**config.mk**
```make
export PLATFORM = sky130hd
export DESIGN_NAME = player_respawn_controller
export DESIGN_NICKNAME = d
export VERILOG_FILES = /design/src/rtl/player_respawn_controller.sv
export SDC_FILE = /design/constraint.sdc
export NUM_CORES = 1
export LEC_CHECK = 0
export BUFFER_PORTS_ARGS = -buffer_cell sky130_fd_sc_hd__buf_2
export CAP_MARGIN = 25
export CORE_ASPECT_RATIO = 0.6
export CORE_MARGIN = 2
export CORE_UTILIZATION = 55
export DETAILED_ROUTE_END_ITERATION = 8
export MAX_ROUTING_LAYER = met4
export PLACE_DENSITY = 0.72
export SYNTH_ARGS = -nofsm -noshare
export SYNTH_HDL_FRONTEND = slang
export SYNTH_SLANG_ARGS = --single-unit
```
**constraint.sdc**
```tcl
create_clock -name clk6p25m -period 4.74 [get_ports clk6p25m]
set_input_delay 0.474 -clock clk6p25m [delete_from_list [all_inputs] [get_ports clk6p25m]]
set_output_delay 0.474 -clock clk6p25m [all_outputs]
set_load 0.005 [all_outputs]
```
**src/rtl/player_respawn_controller.sv**
```systemverilog
// rtl/player_respawn_controller.sv - shared revive engine with round-robin grant, lives and blink gating
module player_respawn_controller #(
    parameter int REVIVE_CYCLES = 31_250_000,
    parameter int BLINK_HALF    = 1_562_500,
    parameter int LIVES         = 3
) (
    input  logic       clk6p25m,
    input  logic       reset,
    input  logic       p0_hit,
    input  logic       p1_hit,
    input  logic       p0_sprite,
    input  logic       p1_sprite,
    output logic       p0_visible,
    output logic       p1_visible,
    output logic [2:0] p0_lives,
    output logic [2:0] p1_lives,
    output logic [1:0] reviving,
    output logic       game_over
);

    localparam int WW = (REVIVE_CYCLES > 1) ? $clog2(REVIVE_CYCLES) : 1;
    localparam int BW = (BLINK_HALF > 1) ? $clog2(BLINK_HALF) : 1;

    localparam logic [0:0] ST_IDLE = 1'b0;
    localparam logic [0:0] ST_BUSY = 1'b1;

    logic [0:0]      state_q, state_d;
    logic [1:0]      pending_q, pending_d;
    logic [1:0]      reviving_q, reviving_d;
    logic [1:0]      dead_q, dead_d;
    logic            game_over_q, game_over_d;
    logic [1:0][2:0] lives_q, lives_d;
    logic            last_served_q, last_served_d;
    logic [WW-1:0]   win_cnt_q, win_cnt_d;
    logic [BW-1:0]   blink_cnt_q, blink_cnt_d;
    logic            blink_phase_q, blink_phase_d;

    logic       terminal;
    logic       grant_en;
    logic       winner;
    logic       finisher;
    logic [1:0] hit;

    assign hit      = {p1_hit, p0_hit};
    assign terminal = (state_q == ST_BUSY) && (win_cnt_q == WW'(REVIVE_CYCLES - 1));
    assign grant_en = (pending_q != 2'b00) && ((state_q == ST_IDLE) || terminal);
    // Tie goes to whoever was not served last; otherwise the lone requester.
    assign winner   = (pending_q == 2'b11) ? ~last_served_q : pending_q[1];
    assign finisher = reviving_q[1];

    always_comb begin
        state_d       = state_q;
        pending_d     = pending_q;
        reviving_d    = reviving_q;
        dead_d        = dead_q;
        game_over_d   = game_over_q | (&dead_q);
        lives_d       = lives_q;
        last_served_d = last_served_q;
        win_cnt_d     = win_cnt_q;
        blink_cnt_d   = blink_cnt_q;
        blink_phase_d = blink_phase_q;

        if (state_q == ST_BUSY) begin
            if (terminal) begin
                reviving_d    = 2'b00;
                state_d       = ST_IDLE;
                win_cnt_d     = '0;
                blink_cnt_d   = '0;
                blink_phase_d = 1'b0;
                if (lives_q[finisher] == 3'd0) begin
                    dead_d[finisher] = 1'b1;
                end
            end else begin
                win_cnt_d = win_cnt_q + WW'(1);
                if (blink_cnt_q == BW'(BLINK_HALF - 1)) begin
                    blink_cnt_d   = '0;
                    blink_phase_d = ~blink_phase_q;
                end else begin
                    blink_cnt_d = blink_cnt_q + BW'(1);
                end
            end
        end

        // A terminal edge with a waiting requester hands over with no idle gap.
        if (grant_en) begin
            state_d            = ST_BUSY;
            pending_d[winner]  = 1'b0;
            reviving_d         = winner ? 2'b10 : 2'b01;
            win_cnt_d          = '0;
            blink_cnt_d        = '0;
            blink_phase_d      = 1'b0;
            last_served_d      = winner;
            if (lives_q[winner] != 3'd0) begin
                lives_d[winner] = lives_q[winner] - 3'd1;
            end
        end

        for (int n = 0; n < 2; n++) begin
            if (hit[n] && !pending_q[n] && !reviving_q[n] && !dead_q[n] && !game_over_q) begin
                pending_d[n] = 1'b1;
            end
        end
    end

    always_ff @(posedge clk6p25m) begin
        if (reset) begin
            state_q       <= ST_IDLE;
            pending_q     <= 2'b00;
            reviving_q    <= 2'b00;
            dead_q        <= 2'b00;
            game_over_q   <= 1'b0;
            lives_q       <= {3'(LIVES), 3'(LIVES)};
            last_served_q <= 1'b1;
            win_cnt_q     <= '0;
            blink_cnt_q   <= '0;
            blink_phase_q <= 1'b0;
        end else begin
            state_q       <= state_d;
            pending_q     <= pending_d;
            reviving_q    <= reviving_d;
            dead_q        <= dead_d;
            game_over_q   <= game_over_d;
            lives_q       <= lives_d;
            last_served_q <= last_served_d;
            win_cnt_q     <= win_cnt_d;
            blink_cnt_q   <= blink_cnt_d;
            blink_phase_q <= blink_phase_d;
        end
    end

    always_comb begin
        p0_visible = reviving_q[0] ? (p0_sprite & blink_phase_q) : (dead_q[0] ? 1'b0 : p0_sprite);
        p1_visible = reviving_q[1] ? (p1_sprite & blink_phase_q) : (dead_q[1] ? 1'b0 : p1_sprite);
    end

    assign p0_lives  = lives_q[0];
    assign p1_lives  = lives_q[1];
    assign reviving  = reviving_q;
    assign game_over = game_over_q;

endmodule
```
Yosys cells after proc, flatten, opt, wreduce, memory -nomap -nowiden
Cells that the tools add are included.

word-level totals
  register bits after elaboration = 62
  input port bits = 6
  logic and storage cells = 96

operators by class
  $add $sub $neg = 3
  $lt $le $gt $ge = 4
  eq/ne operators = 3
  muxes and demuxes = 31
  bitwise gates (word level) = 9
  reduce and logical (&&, ||, !) cells = 34

operators by type and width
  operator               number
  $mux 21                2
  $add 25x1->25 const B  1
  $eq 25x25->1 const B   1
  $mux 25                1
  $add 21x1->21 const B  1
  $eq 21x21->1 const B   1
  $mux 3                 5
  $mux 1                 14
  $logic_and 1x1->1      12
  $reduce_bool 2->1      6
  $mux 2                 5
  $reduce_and 2->1       4
  $logic_not 1->1        7
  $bwmux 6               1
  $lt 1x2->1 const B     2
  $demux 3 s1            1
  $logic_not 3->1        1
  $not 1->1              3
  $reduce_and 3->1       1
  $reduce_bool 3->1      1
  $sub 3x1->3 const B    1
  $and 1x1->1            2
  $and 2x2->2            1
  $demux 1 s1            2
  other kinds (7)        8

Longest topological paths before layout
Gate-level depths: netlist of the first run.

  word-level depth = 10
  mapped depth = 8

Worst setup path before layout of the first run
OpenSTA, ideal clock, no wires.

  path type = register to register
  start point = register pending_q[0]
  end point = register lives_q (netlist bit p1_lives[2])
  setup time = 0.121 ns
  arrival time = 2.263 ns
  required time = 4.619 ns
  slack = 2.357 ns
  stages on the path, launching flop included = 8
  buffers on the path = 1
  clock period less this slack = 2.383 ns
  cell sequence = dfxtp_1 -> clkbuf_2 -> a21boi_1 -> mux2i_1 -> ha_1 -> ha_1 -> nor3b_1 -> mux2_2

between the ends
  longest elaborated chain between the ends = 7
  elaborated cells on any way between the ends = 15

RTL lines
  element                                                              RTL line  RTL
  from (decl)                                                          28        logic [1:0] pending_q, pending_d;
  from (signal assigned)                                               119       pending_q <= pending_d;
  parallel branches: the longest is 7 deep, another holds $sub 3x1->3  n/a
  to (signal assigned)                                                 112       lives_q <= {3'(LIVES), 3'(LIVES)};
  to (signal assigned)                                                 123       lives_q <= lives_d;
  to (decl)                                                            32        logic [1:0][2:0] lives_q, lives_d;

Several ways; the timed one is not identified. The select of a mux whose other input is x is not followed.
A chain may end at the register's enable or synchronous reset.

Worst setup path after layout of the first run
  start point = register state_q
  end point = register blink_phase_q

between the ends
  longest elaborated chain between the ends = 4
  elaborated cells on any way between the ends = 8

RTL lines
  element                                                RTL line  RTL
  from (decl)                                            27        logic [0:0] state_q, state_d;
  from (signal assigned)                                 118       state_q <= state_d;
  $logic_and 1x1->1 / $not 1->1 (equally long branches)  45, 46
  $logic_or 1x1->1                                       46        assign grant_en = (pending_q != 2'b00) && ((state_q == ST_IDLE) || terminal);
  $logic_and 1x1->1                                      46
  $reduce_or 2->1 (no line)                              n/a
  to (signal assigned)                                   127       blink_phase_q <= blink_phase_d;
  to (decl)                                              36        logic blink_phase_q, blink_phase_d;

Parallel ways exist; a longest one is shown, timed or not.

==> results of run 1 <==
## cells in the final DEF, fill, tap and decap left out, types with 10 or more instances in the layout
| cell type | Yosys | routed |
|---|---|---|
| nand4_1 | 12 | 12 |
| nor3_1 | 26 | 26 |
| inv_1 | 10 | 10 |
| buf_2 | 1 | 16 |
| nand2_1 | 30 | 30 |
| dfxtp_1 | 62 | 62 |
| xor2_1 | 12 | 12 |
| clkbuf_8 | 2 | 10 |
| nor2_1 | 49 | 49 |
| xnor2_1 | 25 | 25 |
| nand3_1 | 19 | 19 |
| a21oi_1 | 13 | 13 |
## routing by layer
| metal | wire (um) | global-route usage, % |
|---|---|---|
| met2 | 2550 | 29.50 |
| met5 | 0 | - |
| met4 | 15 | 5.574 |
| met3 | 468 | 7.320 |
| met1 | 3540 | 36.72 |
## where the power goes
group	total (mW)	internal, mW	switching, mW	leakage, nW
Combinational	0.105	0.0396	0.0651	0.481
Sequential	0.559	0.535	0.0239	0.501
Clock	0.512	0.311	0.201	0.104
Total	1.18	0.886	0.290	1.09
## path summary, 6_finish.rpt
kind | slack, ns | end | cells past startpoint
max | 1.86 | blink_phase_q | 4
min | 0.39 | pending_q[0] | 3
max reg2reg | 1.86 | blink_phase_q | 4
min reg2reg | 0.48 | win_cnt_q[1] | 2
## registers in the layout (all words and copies together) (netlist names)
| name | count |
|---|---|
| win_cnt_q | 25 |
| blink_cnt_q | 21 |
| p0_lives | 3 |
| p1_lives | 3 |
| dead_q | 2 |
| pending_q | 2 |
| reviving | 2 |
| blink_phase_q | 1 |
| game_over | 1 |
| last_served_q | 1 |
| state_q | 1 |
## critical path, delay by kind of cell, from the launching register on
kind	cells	cell delay, ns
compound gates	3	1.56
buf+inv	1	0.38
flops	1	0.86
## metrics by stage
| stage | hold slack, ns | instance area, um2 |
|---|---|---|
| after floorplan | 0.4535 | 3105 |
| after global placement | 0.4715 | 3172 |
| after detailed placement | 0.4742 | 3172 |
| after CTS | 0.3840 | 3388 |
| after global routing | 0.3848 | 3388 |
| final | 0.3940 | 3388 |
## cell type report
class                      instances  area [um2]  area share, %
clock buffer                      13       148.9          4.394
clock inverter                     3       67.56          1.994
inverter                          10       37.54          1.108
multi-input combinational        276        1719          50.74
sequential                        62        1241          36.63
tap                               69       86.33          2.548
timing repair buffer              17       87.58          2.585
## cell families after synthesis
| family | count (synthesis) |
|---|---|
| flops | 62 |
| fa+ha+maj | 4 |
| compound gates | 42 |
| mux | 7 |
| simple gates | 186 |
| xor+xnor | 37 |
| buf+inv | 25 |
==> impl_metrics.ini, run 1 <==
[status]
status = finished clean

[clocking]
ctsResizeCount = 0
cts_max_level = 3
cts_setup_buffers = 0
max-clock-path-buffers = 2
cts_tree = done
cts.clk_slew.worst_paths_ns = 0.07
root_buffer = clkbuf_8
clk_latency_ns = 0.34
cts_hold_buf = 0
numClockSinks = 62
cts_made_buffers = 9

[floorplan]
rows = 21
start_util_pct = 56.28
ios = 17
die_area_um2 = 6283
core-area_um2 = 5518
die_width_um = 101.0
die_h_um = 62.21

[routing]
ant_nets = 0
firstDrtPassIters = 4
routed_wl_um = 6574
wire_per_inst_um = 14.61
viasPerCell = 5.791
drt_iter0_drc = 170
drc = 0
vias = 2606

[worst_setup_path]
cp.arrival_ns = 3.13
path_cells = inv_1, a21oi_1, o21ai_1, a211oi_1
rr_startpoint = state_q
end_kind = flip-flop
critical_path_class = reg2reg
cp-startpoint = state_q
worst_ep_required_time_ns = 4.99
crit_fanout = 23
slowest_delay_ns = 0.87
critPathSlowestCell = a21oi_1
worstSetupStartpointType = flip-flop

[synthesis]
ys_seq_elements = 62
yosys.area_share.xor_xnor_pct = 10.44
synthTopCellsByArea = dfxtp_1, xnor2_1, nor2_1
synth_fa_ha_area_share_pct = 1.612
synth_simple_gate_area_share_pct = 31.63
synth_seq_area_share_pct = 39.97
synthCells = 363
syn-num-nets = 373
synth.most_common_cell = dfxtp_1
ys_warn_count = 0
yosysTopAreaCell = dfxtp_1
synth-compound-area-share_pct = 9.388
yosysTopAreaCellShare_pct = 39.97
synth_common_cells = dfxtp_1, nor2_1, nand2_1
synth_edf_count = 0
avgSynthCellArea_um2 = 8.555
synth_area_um2 = 3105
synth_top_family_by_area = simple AND/OR/NAND/NOR gates
synthMuxAreaShare_pct = 2.297
synthFlopType = dfxtp_1
post_synth_num_cell_types = 51
async_flop_share_pct = 0

[sta]
fin_crit_ns = 2.881
fin_skew_ns = 0.008360
worst_slack_ns = 1.859
fin_crit_sh_pct = 60.78
finalHoldViolCount = 0
setup-violations-final = 0
final_max_slew_viol_count = 0
slew_headroom_pct = 32.87
max_slew.worst_pin.slew_ns = 1.007
rsz0062_at_grt = false
fmaxAchievable_mhz = 347.1
finalSetupTns_ns = 0

[layout]
syn2layout_area_growth_pct = 9.106
fillers = 492
drive_above_1_share_pct = 10.76
final_util_pct = 61.41
fin_nets = 386
diodes = 0
fin_cells = 450

[placed_design]
gp_congestion = 0.8726
placed_cells = 434
post-place-ws_ns = 1.923
portBuffers = 16
hpwl_um = 4595

[pwr]
p_total_mw = 1.176
vdd_drop_max_mv = 0.1705
leakagePower_nw = 1.086
p_per_area_nw_per_um2 = 347.0

[hold_path]
min_from = p0_hit
hp-class = in2reg

[global_routing]
grt-ovfl-total = 0
antenna_found_initial = 0
grt_pass1_vias = 2308
grt_usage_pct = 23.70
grt_max_degree = 32
grt_pass1_wl_um = 11590

[flow_run]
cap_violations = 0
No activity file was read; power rests on OpenSTA's default activity.
==> inputs of run 2 (changes only) <==
--- a/config.mk
+++ b/config.mk
@@ -12,7 +12,7 @@
 export CORE_UTILIZATION = 55
 export DETAILED_ROUTE_END_ITERATION = 8
 export MAX_ROUTING_LAYER = met4
-export PLACE_DENSITY = 0.72
+export PLACE_DENSITY = 0.75
 export SYNTH_ARGS = -nofsm -noshare
 export SYNTH_HDL_FRONTEND = slang
 export SYNTH_SLANG_ARGS = --single-unit
==> constraint.sdc (replaced) <==
create_clock -name clk6p25m -period 2.5 [get_ports clk6p25m]
set_input_delay 0.25 -clock clk6p25m [delete_from_list [all_inputs] [get_ports clk6p25m]]
set_output_delay 0.25 -clock clk6p25m [all_outputs]
set_load 0.005 [all_outputs]
==> impl_metrics.ini, run 2 (synthesis gave the netlist of run 1 again) <==
[global_routing]
grt_pass1_vias = 2553
grt-ovfl-total = 0
grt_max_degree = 32
grt_usage_pct = 25.35
grt_pass1_wl_um = 12150
antenna_found_initial = 0

[flow_run]
cap_violations = 0

[clocking]
max-clock-path-buffers = 2
root_buffer = clkbuf_8
clk_latency_ns = 0.35
numClockSinks = 62
cts.clk_slew.worst_paths_ns = 0.08
cts_tree = done
cts_setup_buffers = 0
ctsResizeCount = 0
cts_hold_buf = 0
cts_made_buffers = 9
cts_max_level = 3

[routing]
drc = 0
firstDrtPassIters = 5
routed_wl_um = 7067
wire_per_inst_um = 15.10
drt_iter0_drc = 317
ant_nets = 0
vias = 2761
viasPerCell = 5.900

[layout]
final_cell_mix = dfxtp_1, nor2_1, nand2_1
drive_above_1_share_pct = 15.54
fin_cells = 468
largestRegisters = win_cnt_q (25), blink_cnt_q (21)
fillers = 468
regMostFlops = win_cnt_q
largest_reg_flops = 25
fin_nets = 404
syn2layout_area_growth_pct = 13.17
diodes = 0
stdcell_area_um2 = 3515
layout_commonest_cell = dfxtp_1

[floorplan]
core-area_um2 = 5518
start_util_pct = 56.28
die_area_um2 = 6283
die_width_um = 101.0
rows = 21
die_h_um = 62.21
ios = 17

[worst_setup_path]
worst_ep_required_time_ns = 2.71
critical_path_class = reg2reg
rr_endpoint = blink_cnt_q[2]
worstSetupStartpointType = flip-flop
reg2reg_depth = 5
reg2reg_slack_ns = 0.17
crit_fanout = 15
rr_startpoint = blink_cnt_q[2]
cp.arrival_ns = 2.54
end_kind = flip-flop

[pwr]
combPwrFrac_pct = 11.1
seqPwrFrac_pct = 47.5
p_sw_share_pct = 27.39
leakagePower_nw = 1.169
p_total_mw = 2.208
pwr-share-clk_pct = 41.4
vdd_drop_max_mv = 0.4368
p_per_area_nw_per_um2 = 628.2
internal-power_mw = 1.603
switchingPower_mw = 0.6047

[placed_design]
gp_congestion = 0.8367
portBuffers = 16
post-place-ws_ns = 0.2080
placed_area_um2 = 3307
placed_cells = 452
hpwl_um = 4924

[sta]
fin_crit_ns = 2.326
setup-violations-final = 0
finalSetupTns_ns = 0
worst_slack_ns = 0.1735
fin_skew_ns = 0.009685
max_slew.worst_pin.slew_ns = 0.5943
final_max_slew_viol_count = 0
fmaxAchievable_mhz = 429.8
fin_crit_sh_pct = 93.06
finalHoldViolCount = 0
slew_headroom_pct = 60.01
rsz0062_at_grt = false

[hold_path]
hp-class = in2reg
hold_depth = 3
min_to = pending_q[0]
min_from = p0_hit

[status]
status = finished clean
==> run 2: cell count changes in the layout (fill, tap and decap cells not counted) <==
| cell | before | now |
|---|---|---|
| clkinvlp_4 | 1 | 3 |
| clkbuf_1 | 3 | 0 |
| buf_4 | 1 | 19 |
| clkinv_4 | 0 | 1 |
| bufinv_16 | 2 | 1 |
| inv_6 | 0 | 1 |
==> run 2: per-layer routing <==
metal	global-route usage [%]	vias to the layer above	wire length (um)
met5	-	-	0
met3	8.221	13	492
met2	34.50	99	2880
met4	6.588	0	97
met1	36.22	1293	3597
li1	-	1356	-
==> run 2: final cells by class <==
cell class	count	area [um2]	share of cell area, %
clock buffers	10	137.6	3.916
clock inverters	6	70.07	1.994
inverters	10	37.54	1.068
multi-input cells	276	1719	48.91
flip-flops and latches	62	1241	35.32
well taps	69	86.33	2.456
repair buffers	35	222.7	6.337
==> run 2: power groups by stage <==
| stage | sequential, mW | clock, mW | combinational (mW) |
|---|---|---|---|
| after floorplan | 1.06 | 0 | 0.170 |
| after global placement | 1.07 | 0 | 0.236 |
| after detailed placement | 1.07 | 0 | 0.239 |
| after CTS | 1.05 | 0.930 | 0.242 |
| after global routing | 1.05 | 0.977 | 0.271 |
| final | 1.05 | 0.914 | 0.244 |
==> run 2: stage by stage <==
| stage | hold WS, ns | util [%] |
|---|---|---|
| after floorplan | 0.3833 | - |
| after global placement | 0.4633 | 59.93 |
| after detailed placement | 0.4703 | 59.93 |
| after CTS | 0.1280 | 63.70 |
| after global routing | 0.1417 | 63.70 |
| final | 0.1426 | 63.70 |
==> run 2: how the worst max path moves through the flow <==
| stage | from | end | slack (ns) | cells after the start |
|---|---|---|---|---|
| after global routing | pending_q[1] | p0_lives[2] | 0.03 | 7 |
| after global placement | blink_cnt_q[2] | blink_cnt_q[16] | 0.28 | 5 |
| final | blink_cnt_q[2] | blink_cnt_q[2] | 0.17 | 5 |
| after CTS | blink_cnt_q[2] | blink_cnt_q[2] | 0.19 | 5 |
| after floorplan | pending_q[0] | p1_lives[2] | 0.12 | 7 |
| after detailed placement | blink_cnt_q[2] | blink_cnt_q[2] | 0.21 | 5 |
==> run 2: worst max-delay path: stages, from the launching register on <==
cell and delay [ns]:
dfxtp_1 0.38, or4bb_1 0.50, or4_4 0.57, a2bb2oi_4 0.21, a21oi_4 0.42, nor3_1 0.11
==> inputs of run 3 (changes only) <==
==> constraint.sdc (replaced) <==
create_clock -name clk6p25m -period 2.1 [get_ports clk6p25m]
set_input_delay 0.21 -clock clk6p25m [delete_from_list [all_inputs] [get_ports clk6p25m]]
set_output_delay 0.21 -clock clk6p25m [all_outputs]
set_load 0.005 [all_outputs]
==> impl_metrics.ini, run 3 (synthesis gave the netlist of run 1 again) <==
[sta]
max_slew.worst_pin.slew_ns = 0.4867
fin_skew_ns = 0.008839
fin_crit_ns = 2.127
setup-violations-final = 15
finalHoldViolCount = 0
fin_crit_sh_pct = 101.3
fmaxAchievable_mhz = 470.2
final_max_slew_viol_count = 0
rsz0062_at_grt = true
worst_slack_ns = -0.02685
hold_ws_ns = 0.1104
slew_headroom_pct = 67.31

[floorplan]
die_area_um2 = 6283
start_util_pct = 56.28
rows = 21
die_h_um = 62.21
core-area_um2 = 5518
die_width_um = 101.0
ios = 17

[layout]
largestRegisters = win_cnt_q (25), blink_cnt_q (21)
regMostFlops = win_cnt_q
final_cell_mix = dfxtp_1, nor2_1, buf_4
regArea_um2 = 1251
syn2layout_area_growth_pct = 18.90
drive_above_1_share_pct = 21.63
fin_nets = 421
multiInputGateArea_um2 = 1777
fillers = 465
fin_cells = 485
largest_reg_flops = 25
diodes = 0
stdcell_area_um2 = 3692
layout_commonest_cell = dfxtp_1

[pwr]
p_per_area_nw_per_um2 = 673.5
internal-power_mw = 1.785
seqPwrFrac_pct = 50.0
vdd_drop_max_mv = 0.5123
p_total_mw = 2.487
pwr-share-clk_pct = 36.0
switchingPower_mw = 0.7021
leakagePower_nw = 1.264
combPwrFrac_pct = 14.0
p_sw_share_pct = 28.23

[global_routing]
antenna_found_initial = 0
grt_pass1_wl_um = 12450
grt_usage_pct = 26.03
grt_pass1_vias = 2589
grt-ovfl-total = 0
grt_max_degree = 31

[clocking]
root_buffer = clkbuf_8
cts_made_buffers = 9
numClockSinks = 62
clk_latency_ns = 0.35
cts_setup_buffers = 0
ctsResizeCount = 1
cts.clk_slew.worst_paths_ns = 0.07
cts_max_level = 3
cts_tree = done
max-clock-path-buffers = 2
cts_hold_buf = 0

[worst_setup_path]
worst_ep_required_time_ns = 2.32
worstSetupStartpointType = flip-flop
cp.arrival_ns = 2.35
crit_fanout = 15
critical_path_class = reg2reg
end_kind = flip-flop

[placed_design]
placed_cells = 469
hpwl_um = 5217
placed_area_um2 = 3495
gp_congestion = 0.8596
portBuffers = 16

[routing]
drc = 0
ant_nets = 0
routed_wl_um = 7272
vias = 2761
firstDrtPassIters = 4
wire_per_inst_um = 14.99
drt_iter0_drc = 161
viasPerCell = 5.693

[flow_run]
cap_violations = 0

[status]
violations = setup timing
status = finished, violations left

[hold_path]
hp-class = in2reg
-- run 3: final timing paths --
kind	start	to	slack, ns	cells after the start
worst min register to register	win_cnt_q[1]	win_cnt_q[1]	0.50	2
worst min-delay path	p0_hit	pending_q[0]	0.11	3
worst max-delay path	blink_cnt_q[1]	blink_cnt_q[6]	-0.03	7
worst max register to register	blink_cnt_q[1]	blink_cnt_q[6]	-0.03	7
-- run 3: area by class of cell --
type                       count  area share (%)
multi-input combinational    276           48.12
sequential                    62           33.89
clock inverter                 6           1.017
inverter                      10           1.017
clock buffer                  10           3.456
timing repair buffer          52           10.17
tap                           69           2.338
-- run 3: worst max-delay path, stage by stage (launching register included) --
cell	delay, ns
dfxtp_4	0.36
ha_4	0.12
or3b_4	0.38
or4_4	0.54
a2bb2oi_4	0.21
a21oi_4	0.18
buf_12	0.16
nor3_1	0.06
-- run 3: through the flow --
| step | util, % | setup TNS (ns) | setup slack [ns] |
|---|---|---|---|
| final | 66.92 | -0.2390 | -0.02685 |
| after global routing | 66.92 | -1.432 | -0.1129 |
| after CTS | 66.42 | -0.1682 | -0.02174 |
| after detailed placement | 63.33 | -0.03890 | -0.01044 |
| after global placement | 63.33 | 0 | 0.01745 |
| after floorplan | - | -0.03386 | -0.004232 |
-- run 3: power by group through the flow --
stage / sequential (mW) / clock (mW) / combinational, mW
2_1_floorplan: 1.27 / 0 / 0.208
3_3_place_gp: 1.27 / 0 / 0.331
3_5_place_dp: 1.27 / 0 / 0.337
4_1_cts: 1.24 / 0.921 / 0.342
5_1_grt: 1.25 / 0.976 / 0.380
6_report: 1.24 / 0.896 / 0.347
-- run 3: layer usage --
layer	wire [um]	GRT usage, %
met1	3731	38.39
met2	2944	34.17
met3	509	7.432
met4	86	7.939
met5	0	-
